<file path="src/rtl/battle_turn_ctrl.sv">
// Battle-screen turn sequencer: dodge/attack phases, bullet hit latching, HP ownership, game over.
// Optional post-hit invulnerability window is compiled in with `define BATTLE_INVULN_EN.
module battle_turn_ctrl #(
    parameter int DODGE_FRAMES   = 600,
    parameter int ATTACK_TIMEOUT = 300,
    parameter int PLAYER_HP_MAX  = 100,
    parameter int MONSTER_HP_MAX = 100,
    parameter int BULLET_DMG     = 10
`ifdef BATTLE_INVULN_EN
    ,
    parameter int INVULN_FRAMES  = 30
`endif
) (
    input  logic       Pclk,
    input  logic       RESET,
    input  logic       frame_tick,
    input  logic       bee_on,
    input  logic       bullet1_on,
    input  logic       bullet2_on,
    input  logic       attack,
    input  logic [6:0] attack_damage,
    output logic       state_game,
    output logic       hit_b1,
    output logic       hit_b2,
    output logic [6:0] player_hp,
    output logic [6:0] monster_hp,
    output logic [9:0] frames_left,
    output logic       game_over,
    output logic       player_won
);

    typedef enum logic [1:0] {
        ST_DODGE  = 2'd0,
        ST_ATTACK = 2'd1,
        ST_OVER   = 2'd2
    } state_e;

    localparam logic [9:0] DODGE_LOAD   = 10'(DODGE_FRAMES);
    localparam logic [9:0] ATTACK_LOAD  = 10'(ATTACK_TIMEOUT);
    localparam logic [6:0] PLAYER_INIT  = 7'(PLAYER_HP_MAX);
    localparam logic [6:0] MONSTER_INIT = 7'(MONSTER_HP_MAX);
    localparam logic [7:0] DMG_ONE      = 8'(BULLET_DMG);
    localparam logic [7:0] DMG_TWO      = 8'(2 * BULLET_DMG);

    // Subtraction through an 8-bit intermediate, clamped at zero so HP never wraps.
    function automatic logic [6:0] sat_sub(input logic [6:0] a, input logic [7:0] b);
        sat_sub = (b > {1'b0, a}) ? 7'd0 : 7'({1'b0, a} - b);
    endfunction

    state_e     state_q;
    logic       state_game_q;
    logic       hit_b1_q;
    logic       hit_b2_q;
    logic [6:0] player_hp_q;
    logic [6:0] monster_hp_q;
    logic [9:0] frames_left_q;
    logic       game_over_q;
    logic       player_won_q;

    logic       overlap_ok_d;
    logic       hit1_d;
    logic       hit2_d;
    logic [7:0] hit_dmg_d;
    logic [6:0] player_hp_d;
    logic [6:0] monster_hp_d;
    logic       phase_end_d;

`ifdef BATTLE_INVULN_EN
    localparam int            IW       = (INVULN_FRAMES > 1) ? $clog2(INVULN_FRAMES + 1) : 1;
    localparam logic [IW-1:0] INV_LOAD = IW'(INVULN_FRAMES);

    logic [IW-1:0] invuln_q;

    assign overlap_ok_d = (invuln_q == {IW{1'b0}});

    // Invulnerability counter: loads on a counted hit, runs down on frames, cleared outside dodge.
    always_ff @(posedge Pclk) begin
        if (RESET) begin
            invuln_q <= {IW{1'b0}};
        end else if (state_q == ST_DODGE) begin
            if (phase_end_d && (player_hp_d != 7'd0)) begin
                invuln_q <= {IW{1'b0}};
            end else if (hit1_d || hit2_d) begin
                invuln_q <= INV_LOAD;
            end else if (frame_tick && !overlap_ok_d) begin
                invuln_q <= invuln_q - {{(IW-1){1'b0}}, 1'b1};
            end else begin
                invuln_q <= invuln_q;
            end
        end else begin
            invuln_q <= {IW{1'b0}};
        end
    end
`else
    assign overlap_ok_d = 1'b1;
`endif

    // New collisions, damage and saturated HP candidates for this cycle.
    always_comb begin
        hit1_d      = bee_on & bullet1_on & ~hit_b1_q & overlap_ok_d;
        hit2_d      = bee_on & bullet2_on & ~hit_b2_q & overlap_ok_d;
        phase_end_d = frame_tick & (frames_left_q == 10'd1);
        case ({hit1_d, hit2_d})
            2'b11:   hit_dmg_d = DMG_TWO;
            2'b10,
            2'b01:   hit_dmg_d = DMG_ONE;
            default: hit_dmg_d = 8'd0;
        endcase
        player_hp_d  = sat_sub(player_hp_q, hit_dmg_d);
        monster_hp_d = sat_sub(monster_hp_q, {1'b0, attack_damage});
    end

    // Turn FSM with all outputs held in registers.
    always_ff @(posedge Pclk) begin
        if (RESET) begin
            state_q       <= ST_DODGE;
            state_game_q  <= 1'b0;
            hit_b1_q      <= 1'b0;
            hit_b2_q      <= 1'b0;
            player_hp_q   <= PLAYER_INIT;
            monster_hp_q  <= MONSTER_INIT;
            frames_left_q <= DODGE_LOAD;
            game_over_q   <= 1'b0;
            player_won_q  <= 1'b0;
        end else begin
            case (state_q)
                ST_DODGE: begin
                    hit_b1_q    <= hit_b1_q | hit1_d;
                    hit_b2_q    <= hit_b2_q | hit2_d;
                    player_hp_q <= player_hp_d;
                    // Death outranks a phase end landing on the same cycle.
                    if (player_hp_d == 7'd0) begin
                        state_q       <= ST_OVER;
                        state_game_q  <= 1'b1;
                        frames_left_q <= 10'd0;
                        game_over_q   <= 1'b1;
                        player_won_q  <= 1'b0;
                    end else if (phase_end_d) begin
                        state_q       <= ST_ATTACK;
                        state_game_q  <= 1'b1;
                        frames_left_q <= ATTACK_LOAD;
                    end else if (frame_tick) begin
                        frames_left_q <= frames_left_q - 10'd1;
                    end else begin
                        frames_left_q <= frames_left_q;
                    end
                end
                ST_ATTACK: begin
                    if (attack || phase_end_d) begin
                        if (attack) begin
                            monster_hp_q <= monster_hp_d;
                        end else begin
                            monster_hp_q <= monster_hp_q;
                        end
                        if (attack && (monster_hp_d == 7'd0)) begin
                            state_q       <= ST_OVER;
                            state_game_q  <= 1'b1;
                            frames_left_q <= 10'd0;
                            game_over_q   <= 1'b1;
                            player_won_q  <= 1'b1;
                        end else begin
                            state_q       <= ST_DODGE;
                            state_game_q  <= 1'b0;
                            hit_b1_q      <= 1'b0;
                            hit_b2_q      <= 1'b0;
                            frames_left_q <= DODGE_LOAD;
                        end
                    end else if (frame_tick) begin
                        frames_left_q <= frames_left_q - 10'd1;
                    end else begin
                        frames_left_q <= frames_left_q;
                    end
                end
                ST_OVER: begin
                    state_game_q  <= 1'b1;
                    frames_left_q <= 10'd0;
                    game_over_q   <= 1'b1;
                end
                default: begin
                    state_q      <= ST_DODGE;
                    state_game_q <= 1'b0;
                end
            endcase
        end
    end

    assign state_game  = state_game_q;
    assign hit_b1      = hit_b1_q;
    assign hit_b2      = hit_b2_q;
    assign player_hp   = player_hp_q;
    assign monster_hp  = monster_hp_q;
    assign frames_left = frames_left_q;
    assign game_over   = game_over_q;
    assign player_won  = player_won_q;

endmodule

</file>
<file path="config.mk">
export PLATFORM = sky130hd
export DESIGN_NAME = battle_turn_ctrl
export DESIGN_NICKNAME = d
export VERILOG_FILES = /design/src/rtl/battle_turn_ctrl.sv
export SDC_FILE = /design/constraint.sdc
export NUM_CORES = 1
export LEC_CHECK = 0
export BUFFER_PORTS_ARGS = -buffer_cell sky130_fd_sc_hd__buf_4
export CAP_MARGIN = 30
export CORE_MARGIN = 8
export CORE_UTILIZATION = 55
export DETAILED_ROUTE_END_ITERATION = 8
export PLACE_DENSITY = 0.79
export SYNTH_ARGS = -nofsm -noshare
export SYNTH_HDL_FRONTEND = slang
export SYNTH_SLANG_ARGS = --single-unit
</file>
<file path="constraint.sdc">
create_clock -name Pclk -period 3.3 [get_ports Pclk]
set_clock_uncertainty 0.05 [all_clocks]
set_input_delay 0.33 -clock Pclk [delete_from_list [all_inputs] [get_ports Pclk]]
set_output_delay 0.33 -clock Pclk [all_outputs]
set_load 0.03 [all_outputs]
</file>
# [Word-level counts from Yosys, hierarchy flattened]
# Cells that the tools add are included.
[word_totals] regBits=31
[classes] n_addsub=3 order_cmp=2 n_eq_ne=11 n_mux=29 bitwise_logic=10 n_reduce_logical=14
[ops] cell="10-bit 2-to-1 mux" n=5
[ops] cell="10-bit case mux with 3 select lines" n=1
[ops] cell="7-bit zero test" n=2
[ops] cell="7-bit 2-to-1 mux" n=2
[ops] cell="10-bit by 1-bit == test with 1-bit output, second input constant" n=1
[ops] cell="1-bit 2-to-1 mux" n=10
[ops] cell="5-bit case mux with 2 select lines" n=1
[ops] cell="10-bit by 1-bit subtractor with 10-bit output, second input constant" n=1
[ops] cell="3-bit AND reduction" n=3
[ops] cell="2-bit 2-to-1 mux" n=4
[ops] cell="2-bit != test, second input constant" n=4
[ops] cell="4-bit AND reduction" n=2
[ops] cell="5-bit by 7-bit > comparator with 1-bit output" n=1
[ops] cell="7-bit > comparator" n=1
[ops] cell="7-bit by 5-bit subtractor with 7-bit output" n=1
[ops] cell="7-bit subtractor" n=1
[ops] cell="2-bit == test, second input constant" n=3
[ops] cell="1-bit case mux with 2 select lines" n=3
[ops] cell="1-bit case mux with 3 select lines" n=2
[ops] cell="2-bit case mux with 3 select lines" n=1
[ops] cell="1-bit bitwise AND" n=5
[ops] cell="2-bit by 1-bit == test with 1-bit output, second input constant" n=2
[ops] cell="3-bit != test, second input constant" n=1
[ops] cell="1-bit inverter" n=3
[ops] cell="8 further kinds" n=9

# [Depth between registers and ports, before layout]
# Gate-level depths: netlist of run 1.
[logic_depth] word_depth=10 ltp_mapped=13 depth_no_buf=13

# [Worst setup path before layout of run 1]
# OpenSTA, ideal clock, no wires.
[synth_path] path_kind="register to register" start="register hit_b2_q (netlist: hit_b2)" end="register state_game_q (netlist: state_game)" setup_time_ps=71 arrival_time_ps=3029 setup_slack_ps=150 stages_incl_launch_ff=13 path_buffers=0 period_less_slack_ps=3150 cell_sequence="dfxtp_1 -> nor2_1 -> ha_1 -> ha_1 -> inv_1 -> fa_1 -> a21o_1 -> a21oi_1 -> nand3_1 -> a32oi_2 -> o21ai_1 -> a221o_1 -> a21oi_1"
[synth_between] elab_chain_cells=10 elab_cells_between_ends=15 cone_classes="add/sub: 1; order compare: 1; eq/ne: 4; mux: 4; bitwise: 2; reduce/logical: 3"
[synth_rtl] item="start: declaration" line="53" source="logic hit_b2_q;"
[synth_rtl] item="start signal: assignment" line="129" source="hit_b2_q <= hit_b2_q | hit2_d;"
[synth_rtl] item="1-bit inverter (*)" line="101" source="hit2_d = bee_on & bullet2_on & ~hit_b2_q & overlap_ok_d;"
[synth_rtl] item="1-bit bitwise AND (*)" line="101"
[synth_rtl] item="2-bit == test or 2-bit by 1-bit == test with 1-bit output (tied branches)" line="103" source="case ({hit1_d, hit2_d})"
[synth_rtl] item="2-bit OR reduction" line="103"
[synth_rtl] item="5-bit case mux with 2 select lines (*)" line="103"
[synth_rtl] item="7-bit by 5-bit subtractor with 7-bit output or 5-bit by 7-bit > comparator with 1-bit output (tied branches)" line="47" source="sat_sub = (b > {1'b0, a}) ? 7'd0 : 7'({1'b0, a} - b);"
[synth_rtl] item="7-bit 2-to-1 mux (*)" line="47"
[synth_rtl] item="7-bit zero test (*)" line="132" source="if (player_hp_d == 7'd0) begin"
[synth_rtl] item="1-bit 2-to-1 mux or 3-bit != test (tied branches)"
[synth_rtl] item="1-bit case mux with 3 select lines or 2-bit AND reduction (tied branches)"
[synth_rtl] item="end signal: assignment" line="134" source="state_game_q <= 1'b1;"
[synth_rtl] item="end signal: assignment" line="140" source="state_game_q <= 1'b1;"
[synth_rtl] item="end signal: assignment" line="157" source="state_game_q <= 1'b1;"
[synth_rtl] item="end: declaration" line="51" source="logic state_game_q;"
# Mark *: on every way between the ends. The rest lies on a longest branch, timed or not.
# A chain may end at the register's enable or synchronous reset.

# [Worst setup path after layout of run 1]
[layout_path] start="register hit_b2_q (netlist: hit_b2)" end="register state_q[1]"
[layout_between] elab_chain_cells=10 elab_cells_between_ends=15 cone_classes="add/sub: 1; order compare: 1; eq/ne: 4; mux: 4; bitwise: 2; reduce/logical: 3"
[layout_rtl] item="1-bit inverter (*)" line="101"
[layout_rtl] item="1-bit bitwise AND (*)" line="101"
[layout_rtl] item="2-bit == test or 2-bit by 1-bit == test with 1-bit output (tied branches)" line="103"
[layout_rtl] item="2-bit OR reduction" line="103"
[layout_rtl] item="5-bit case mux with 2 select lines (*)" line="103"
[layout_rtl] item="7-bit by 5-bit subtractor with 7-bit output or 5-bit by 7-bit > comparator with 1-bit output (tied branches)" line="47"
[layout_rtl] item="7-bit 2-to-1 mux (*)" line="47"
[layout_rtl] item="7-bit zero test (*)" line="132"
[layout_rtl] item="3-bit != test (no source line) or 2-bit 2-to-1 mux (tied branches)"
[layout_rtl] item="3-bit AND reduction (no source line) or 2-bit case mux with 3 select lines (tied branches)"
[layout_rtl] item="end signal: assignment" line="133" source="state_q <= ST_OVER;"
[layout_rtl] item="end signal: assignment" line="139" source="state_q <= ST_ATTACK;"
[layout_rtl] item="end signal: assignment" line="156" source="state_q <= ST_OVER;"
[layout_rtl] item="end: declaration" line="50" source="state_e state_q;"
# Marks and branches as above.

==> metrics.md, run 1 <==
| Metric | Value |
|---|---|
| Rel. slew slack | 40.2% |
| Hold Crit Class | input port to flop |
| Power density over cell area | 577 nW/um^2 |
| Number of pins with negative max-slew slack in the final report | 0 |
| Number of iterations in the first detailed-routing pass | 4 |
| Cell-by-cell listing of the critical path | nor2_1, ha_1, ha_1, inv_1, fa_1, a21o_1, a21oi_1, buf_4, nand3_1, a32o_1, a211oi_1, nor3_1, a311oi_1 |
| Net switching share of the total power | 41.9% |
| First-pass GRT wire length | 9670 um |
| Placed cell area | 2580 um^2 |
| Setup crit end kind | flop |
| Final total power | 1.56 mW |
| Fraction of layout cells with a size suffix above 1 | 20.2% |
| Crit path max fanout | 6 |
| Hold Path Cell Cnt | 2 |
| Relative contribution of sequential cells to total power | 33.0% |
| Number of enable flip-flop cells after synthesis | 0 |
| Area of the multi-input gates | 1490 um^2 |
| Worst-skew pair later-pin latency | 290 ps |
| Logic depth of the worst register-to-register path | 13 |
| Post-detail-place hpwl | 4330 um |
| CTS H-Tree Depth | 2 |
| Peak clock frequency supported by timing | 329 MHz |
| Post-route fraction of the period consumed by the critical path | 92.2% |
| Routed via count | 2307 |
| Unique cell type count in the Yosys netlist | 60 |
| Max stage delay cell, worst path | fa_1 |
| Ports | 43 |
| Most frequently used flop master after synthesis | dfxtp_1 |
| Share of the core filled with cells in the final layout | 68.4% |
| Number of synthesized register bits | 31 |
| Clk slew on worst S/H paths | 60 ps |
| Kind of cell with the highest combined delay on the critical path | compound AO/OA/AOI/OAI gates |
| Grt total ovfl | 0 |
| Core Box Area | 3940 um^2 |
| # rows | 23 |
| Worst endpoint required time | 3450 ps |
| Footprint of the flip-flops and latches | 621 um^2 |
| Routed via count divided by cell count | 6.20 |
| Maximum clock path buffer count | 2 |
| Crit path arrival time | 3190 ps |
| Startpoint type of the worst setup path | flop |
| Number of global-route vias before repair | 2178 |
| Drc violations | 0 |
| Count of buffers inserted at the top-level ports | 42 |
| Largest net degree at the start of global routing | 29 |
| Largest stage delay, worst path | 390 ps |
| Total nets after synthesis | 311 |
| Die Area | 6320 um^2 |
| Post-layout nets | 356 |
| Iteration-0 DRC count of the detailed router | 169 |
| Count of clock tree sinks | 31 |
| Worst path buffer plus inverter count | 2 |
| Leak Pwr | 1.14 nW |
| Number of inserted filler cells in the final layout | 328 |
| Mean instance size in the synthesized netlist | 8.00 um^2 |
| Clock Power Share | 19.9% |
| Area growth, synth to finish | 21.7% |
| RePlAce Congestion | 0.842 |
| Internal power | 0.905 mW |
| Leading cell types in the layout, fill and taps excluded | buf_4 (46), dfxtp_1 (31), nand2_1 (27) |
| Detail Route Antenna Nets | 0 |
| TritonCTS clock tree | built |
| Cts bufs inserted | 5 |
| Total GRT Usage | 18.6% |
| Count of final setup violators | 0 |
| Die Width | 79.5 um |
| Fraction of synthesis flops using an asynchronous set or reset pin | 0% |
| Final non-filler cell area | 2700 um^2 |
| Switching power of the nets | 0.652 mW |
| CTS Root Buffer Type | clkbuf_8 |
| Total stage count of the critical path | 13 |
| Max IR drop VDD | 0.308 mV |
| Height of the die | 79.5 um |
| Routed wire per std cell | 15.7 um |
| Combined area of all synthesized cells | 2220 um^2 |
| Most used cell, CP | ha_1 |
| Worst Path Class, Setup | flop to flop |
| Number of instances in the synthesized netlist | 277 |
| Max capacitance violation total | 0 |
| Post-CTS Hold Fix Bufs | 0 |
| Synth warn | 0 |
| Initial core utilization | 56.2% |
| Final Routed Wirelength | 5820 um |
| Sequential-to-total area share from yosys stat | 28.0% |
| Final critical-path required period | 3040 ps |
| Proportion of power drawn by combinational gates | 47.1% |
| Number of placed instances with taps included | 365 |
| Count of final hold-check violations | 0 |
| Outcome | finished, final reports clean |
| Antenna violations before repair | 0 |
| Number of standard cells in the final layout excluding fillers | 372 |
| Total negative slack | 0 ps |
| Final antenna diode count | 0 |
| Transition time at the pin with the least slew margin | 889 ps |
| Most common library cell in the layout ignoring fill and taps | buf_4 |
routing by layer:
metal	track usage (%)	up-vias	share of wire, %	wire length (um)
li1	-	1116	-	-
met1	21.5	1119	43	2490
met2	31.5	61	50	2900
met3	4.73	11	6.1	354
met4	7.96	0	1.4	82
met5	0	-	0	0
flip-flops by register name, indices dropped and copies added (netlist names):
name and flops:
game_over 1, frames_left 10, hit_b2 1, hit_b1 1, state_game 1, state_q 2
player_hp 7, monster_hp 7, player_won 1
logic make-up after synthesis:
kind of cell             share of synthesized area (%)
AND/OR/NAND/NOR                                   23.5
AO/OA/AOI/OAI                                     27.3
buffers and inverters                             5.98
flip-flops                                        28.0
adder cells (fa/ha/maj)                           12.0
XOR/XNOR                                          2.77
multiplexers                                     0.452
per-stage QoR:
stage	setup slack, ps	hold WS [ps]
global placement	139	413
finish	257	367
CTS	192	360
global route	-4.15	373
detailed placement	57.5	422
floorplan	150	490
power groups by stage:
stage / registers [mW] / clock network [mW] / logic [mW]
floorplan: 0.621 / 0 / 0.393
global placement: 0.520 / 0 / 0.702
detailed placement: 0.521 / 0 / 0.715
CTS: 0.512 / 0.312 / 0.718
global route: 0.527 / 0.330 / 0.802
finish: 0.514 / 0.310 / 0.733
synth_stat cells, types with 2 or more instances:
cell / n / area (um^2)
nor3_1: 12 / 60.1
nor4_1: 3 / 18.8
nand2_1: 27 / 101
o32ai_1: 3 / 26.3
or2_2: 2 / 12.5
nand4_1: 3 / 18.8
nand3_1: 5 / 25.0
a211oi_1: 5 / 37.5
inv_1: 25 / 93.8
a221o_1: 3 / 30.0
o21ai_0: 5 / 25.0
a21o_1: 3 / 22.5
fa_1: 2 / 40.0
or3_1: 5 / 31.3
clkbuf_1: 6 / 22.5
o311ai_1: 2 / 17.5
a21oi_1: 26 / 130
xnor2_1: 2 / 17.5
a22oi_1: 3 / 22.5
ha_1: 18 / 225
o41ai_1: 2 / 17.5
nand2b_1: 5 / 31.3
and4b_1: 2 / 20.0
o211ai_1: 2 / 15.0
and3b_1: 2 / 17.5
nor2b_1: 5 / 31.3
a41oi_1: 3 / 26.3
o31ai_1: 3 / 22.5
or4_4: 2 / 22.5
nor2_1: 23 / 86.3
a311oi_1: 2 / 17.5
o22ai_1: 4 / 25.0
dfxtp_1: 31 / 621
xor2_1: 5 / 43.8
final cells by class:
| type | instances | share of cell area, % |
|---|---|---|
| multi-input cells | 213 | 55.1 |
| inverters | 25 | 3.48 |
| flip-flops and latches | 31 | 23.0 |
| well taps | 50 | 2.32 |
| clock buffers | 6 | 3.06 |
| repair buffers | 46 | 12.8 |
| clock inverters | 1 | 0.186 |
timing repair:
item / 4_1_cts / 5_1_grt
hold endpoints to repair: 0 / 0
setup buffers: 0 / 0
resized for setup: 0 / 3
endpoints found under the setup margin: 0 / 3
final timing paths:
path | slack (ps) | from | endpoint
min reg2reg | 440 | player_hp[1]$_SDFFE_PP0P_ | player_hp[1]$_SDFFE_PP0P_
max reg2reg | 260 | hit_b2$_SDFFE_PP0P_ | state_q[1]$_SDFFE_PP0P_
min | 370 | RESET | player_hp[4]$_SDFFE_PP0P_
max | 260 | hit_b2$_SDFFE_PP0P_ | state_q[1]$_SDFFE_PP0P_
(Power assumes the default switching activity.)
==> run 2: changes to the inputs <==
--- a/config.mk
+++ b/config.mk
@@ -8,9 +8,9 @@
 export BUFFER_PORTS_ARGS = -buffer_cell sky130_fd_sc_hd__buf_4
 export CAP_MARGIN = 30
 export CORE_MARGIN = 8
-export CORE_UTILIZATION = 55
+export CORE_UTILIZATION = 50
 export DETAILED_ROUTE_END_ITERATION = 8
-export PLACE_DENSITY = 0.79
+export PLACE_DENSITY = 0.76
 export SYNTH_ARGS = -nofsm -noshare
 export SYNTH_HDL_FRONTEND = slang
 export SYNTH_SLANG_ARGS = --single-unit
==> constraint.sdc (replaced) <==
create_clock -name Pclk -period 2.77 [get_ports Pclk]
set_clock_uncertainty 0.05 [all_clocks]
set_input_delay 0.277 -clock Pclk [delete_from_list [all_inputs] [get_ports Pclk]]
set_output_delay 0.277 -clock Pclk [all_outputs]
set_load 0.03 [all_outputs]
==> metrics.md, run 2 (synthesis gave the netlist of run 1 again) <==
| Metric | Value |
|---|---|
| CTS Root Buffer Type | clkbuf_8 |
| Core Box Area | 4320 um^2 |
| Clk slew on worst S/H paths | 70 ps |
| Min Hold Slack | 319 ps |
| Number of pins with negative max-slew slack in the final report | 0 |
| Violations in the final reports | setup timing |
| Grt total ovfl | 0 |
| Detail Route Antenna Nets | 0 |
| Power density over cell area | 710 nW/um^2 |
| Count of final hold-check violations | 0 |
| Beginning of the critical path | hit_b1$_SDFFE_PP0P_ |
| Origin of the critical flop-to-flop path | hit_b1$_SDFFE_PP0P_ |
| Routed via count divided by cell count | 5.99 |
| Post-layout nets | 376 |
| Rel. slew slack | 32.6% |
| Number of flip-flops in the largest register | 10 |
| Worst-skew pair later-pin latency | 290 ps |
| CTS H-Tree Depth | 2 |
| Cts bufs inserted | 5 |
| Peak clock frequency supported by timing | 339 MHz |
| Maximum clock path buffer count | 2 |
| Count of clock tree sinks | 31 |
| RePlAce Congestion | 0.872 |
| Worst endpoint required time | 2870 ps |
| First-pass GRT wire length | 10200 um |
| Transition time at the pin with the least slew margin | 1000 ps |
| Die Area | 6820 um^2 |
| Area growth, synth to finish | 39.5% |
| Final antenna diode count | 0 |
| Final total power | 2.20 mW |
| Ports | 43 |
| TritonCTS clock tree | built |
| Max IR drop VDD | 0.253 mV |
| Setup crit end kind | flop |
| Fraction of layout cells with a size suffix above 1 | 33.8% |
| Post-route fraction of the period consumed by the critical path | 107% |
| Final critical-path required period | 2950 ps |
| Iteration-0 DRC count of the detailed router | 190 |
| Count of buffers inserted at the top-level ports | 42 |
| Crit path arrival time | 3060 ps |
| Number of global-route vias before repair | 2223 |
| Initial core utilization | 51.2% |
| Leading cell types in the layout, fill and taps excluded | buf_4 (64), dfxtp_1 (29), nand2_1 (27) |
| Most common library cell in the layout ignoring fill and taps | buf_4 |
| Routed wire per std cell | 16.4 um |
| Height of the die | 82.6 um |
| Crit path max fanout | 4 |
| Routed via count | 2367 |
| Setup repair after global routing missed its margin | yes |
| Outcome | finished, violations left |
| Worst slack, placed | -282 ps |
| Slack of the critical path | -182 ps |
| Worst Path Class, Setup | flop to flop |
| Post-detail-place hpwl | 4550 um |
| Startpoint of the tightest hold check path | RESET |
| Antenna violations before repair | 0 |
| Leak Pwr | 1.28 nW |
| Final Routed Wirelength | 6480 um |
| Die Width | 82.6 um |
| Number of iterations in the first detailed-routing pass | 4 |
| Drc violations | 0 |
| Hold Crit Class | input port to flop |
| # rows | 24 |
| Largest net degree at the start of global routing | 29 |
| Total GRT Usage | 18.9% |
| Startpoint type of the worst setup path | flop |
| Max capacitance violation total | 0 |
| Count of final setup violators | 13 |
| Post-CTS Hold Fix Bufs | 0 |
==> run 2: changes by cell type in the layout (fill, tap and decap cells not counted), moves of 4 or more <==
cell,delta
buf_4,+18
nor3_4,+4
a21oi_1,-5
a21oi_2,+4
==> run 2: stage by stage <==
step	instances	setup TNS (ps)	cell area (um^2)	util [%]
6_report	395	-1250	3090	71.5
5_1_grt	395	-2750	3090	71.5
4_1_cts	390	-390	2930	67.8
3_5_place_dp	377	-3090	2720	62.8
3_3_place_gp	377	-2160	2720	62.8
2_1_floorplan	277	-29.8	2270	-
==> run 2: power breakdown <==
part | switching (mW) | internal (mW) | leakage, nW
clock | 0.175 | 0.227 | 0.0515
sequential | 0.107 | 0.521 | 0.254
combinational | 0.629 | 0.538 | 0.972
==> run 2: layer usage <==
metal | track usage [%] | part of all wire, % | vias to the layer above | wire, um
li1 | - | - | 1156 | -
met1 | 22.9 | 43 | 1131 | 2790
met2 | 31.9 | 50 | 69 | 3240
met3 | 4.44 | 5.4 | 11 | 347
met4 | 6.72 | 1.5 | 0 | 97
met5 | 0 | 0 | - | 0
==> run 2: final cells by class <==
cell class	instances	area, um^2
clock buffers	8	100
inverters	25	93.8
flip-flops and latches	31	628
repair buffers	66	512
fillers	345	1230
well taps	52	65.1
multi-input cells	213	1690
==> run 2: worst paths after layout <==
| kind | cells after the start | slack (ps) | endpoint |
|---|---|---|---|
| worst max register to register | 13 | -180 | frames_left[6]$_SDFFE_PP1P_ |
| worst min register to register | 1 | 420 | player_hp[0]$_SDFFE_PP0P_ |
| worst max-delay path | 13 | -180 | frames_left[6]$_SDFFE_PP1P_ |
| worst min-delay path | 2 | 320 | player_hp[4]$_SDFFE_PP0P_ |
==> run 2: repair_timing <==
item,in CTS,in global routing
endpoints found under the setup margin,14,16
resized for setup,14,19
pin swaps,2,15
buffers inserted,5,5
==> run 2: worst max-delay path, stage by stage, from the launching register on <==
cell,delay [ps]
dfxtp_4,360
nor2_4,40
ha_4,270
ha_4,130
inv_2,40
fa_2,390
xor2_4,190
nor4_4,350
nand2b_4,100
a32oi_4,290
buf_12,160
nor3_4,50
o311ai_1,260
o311ai_1,150
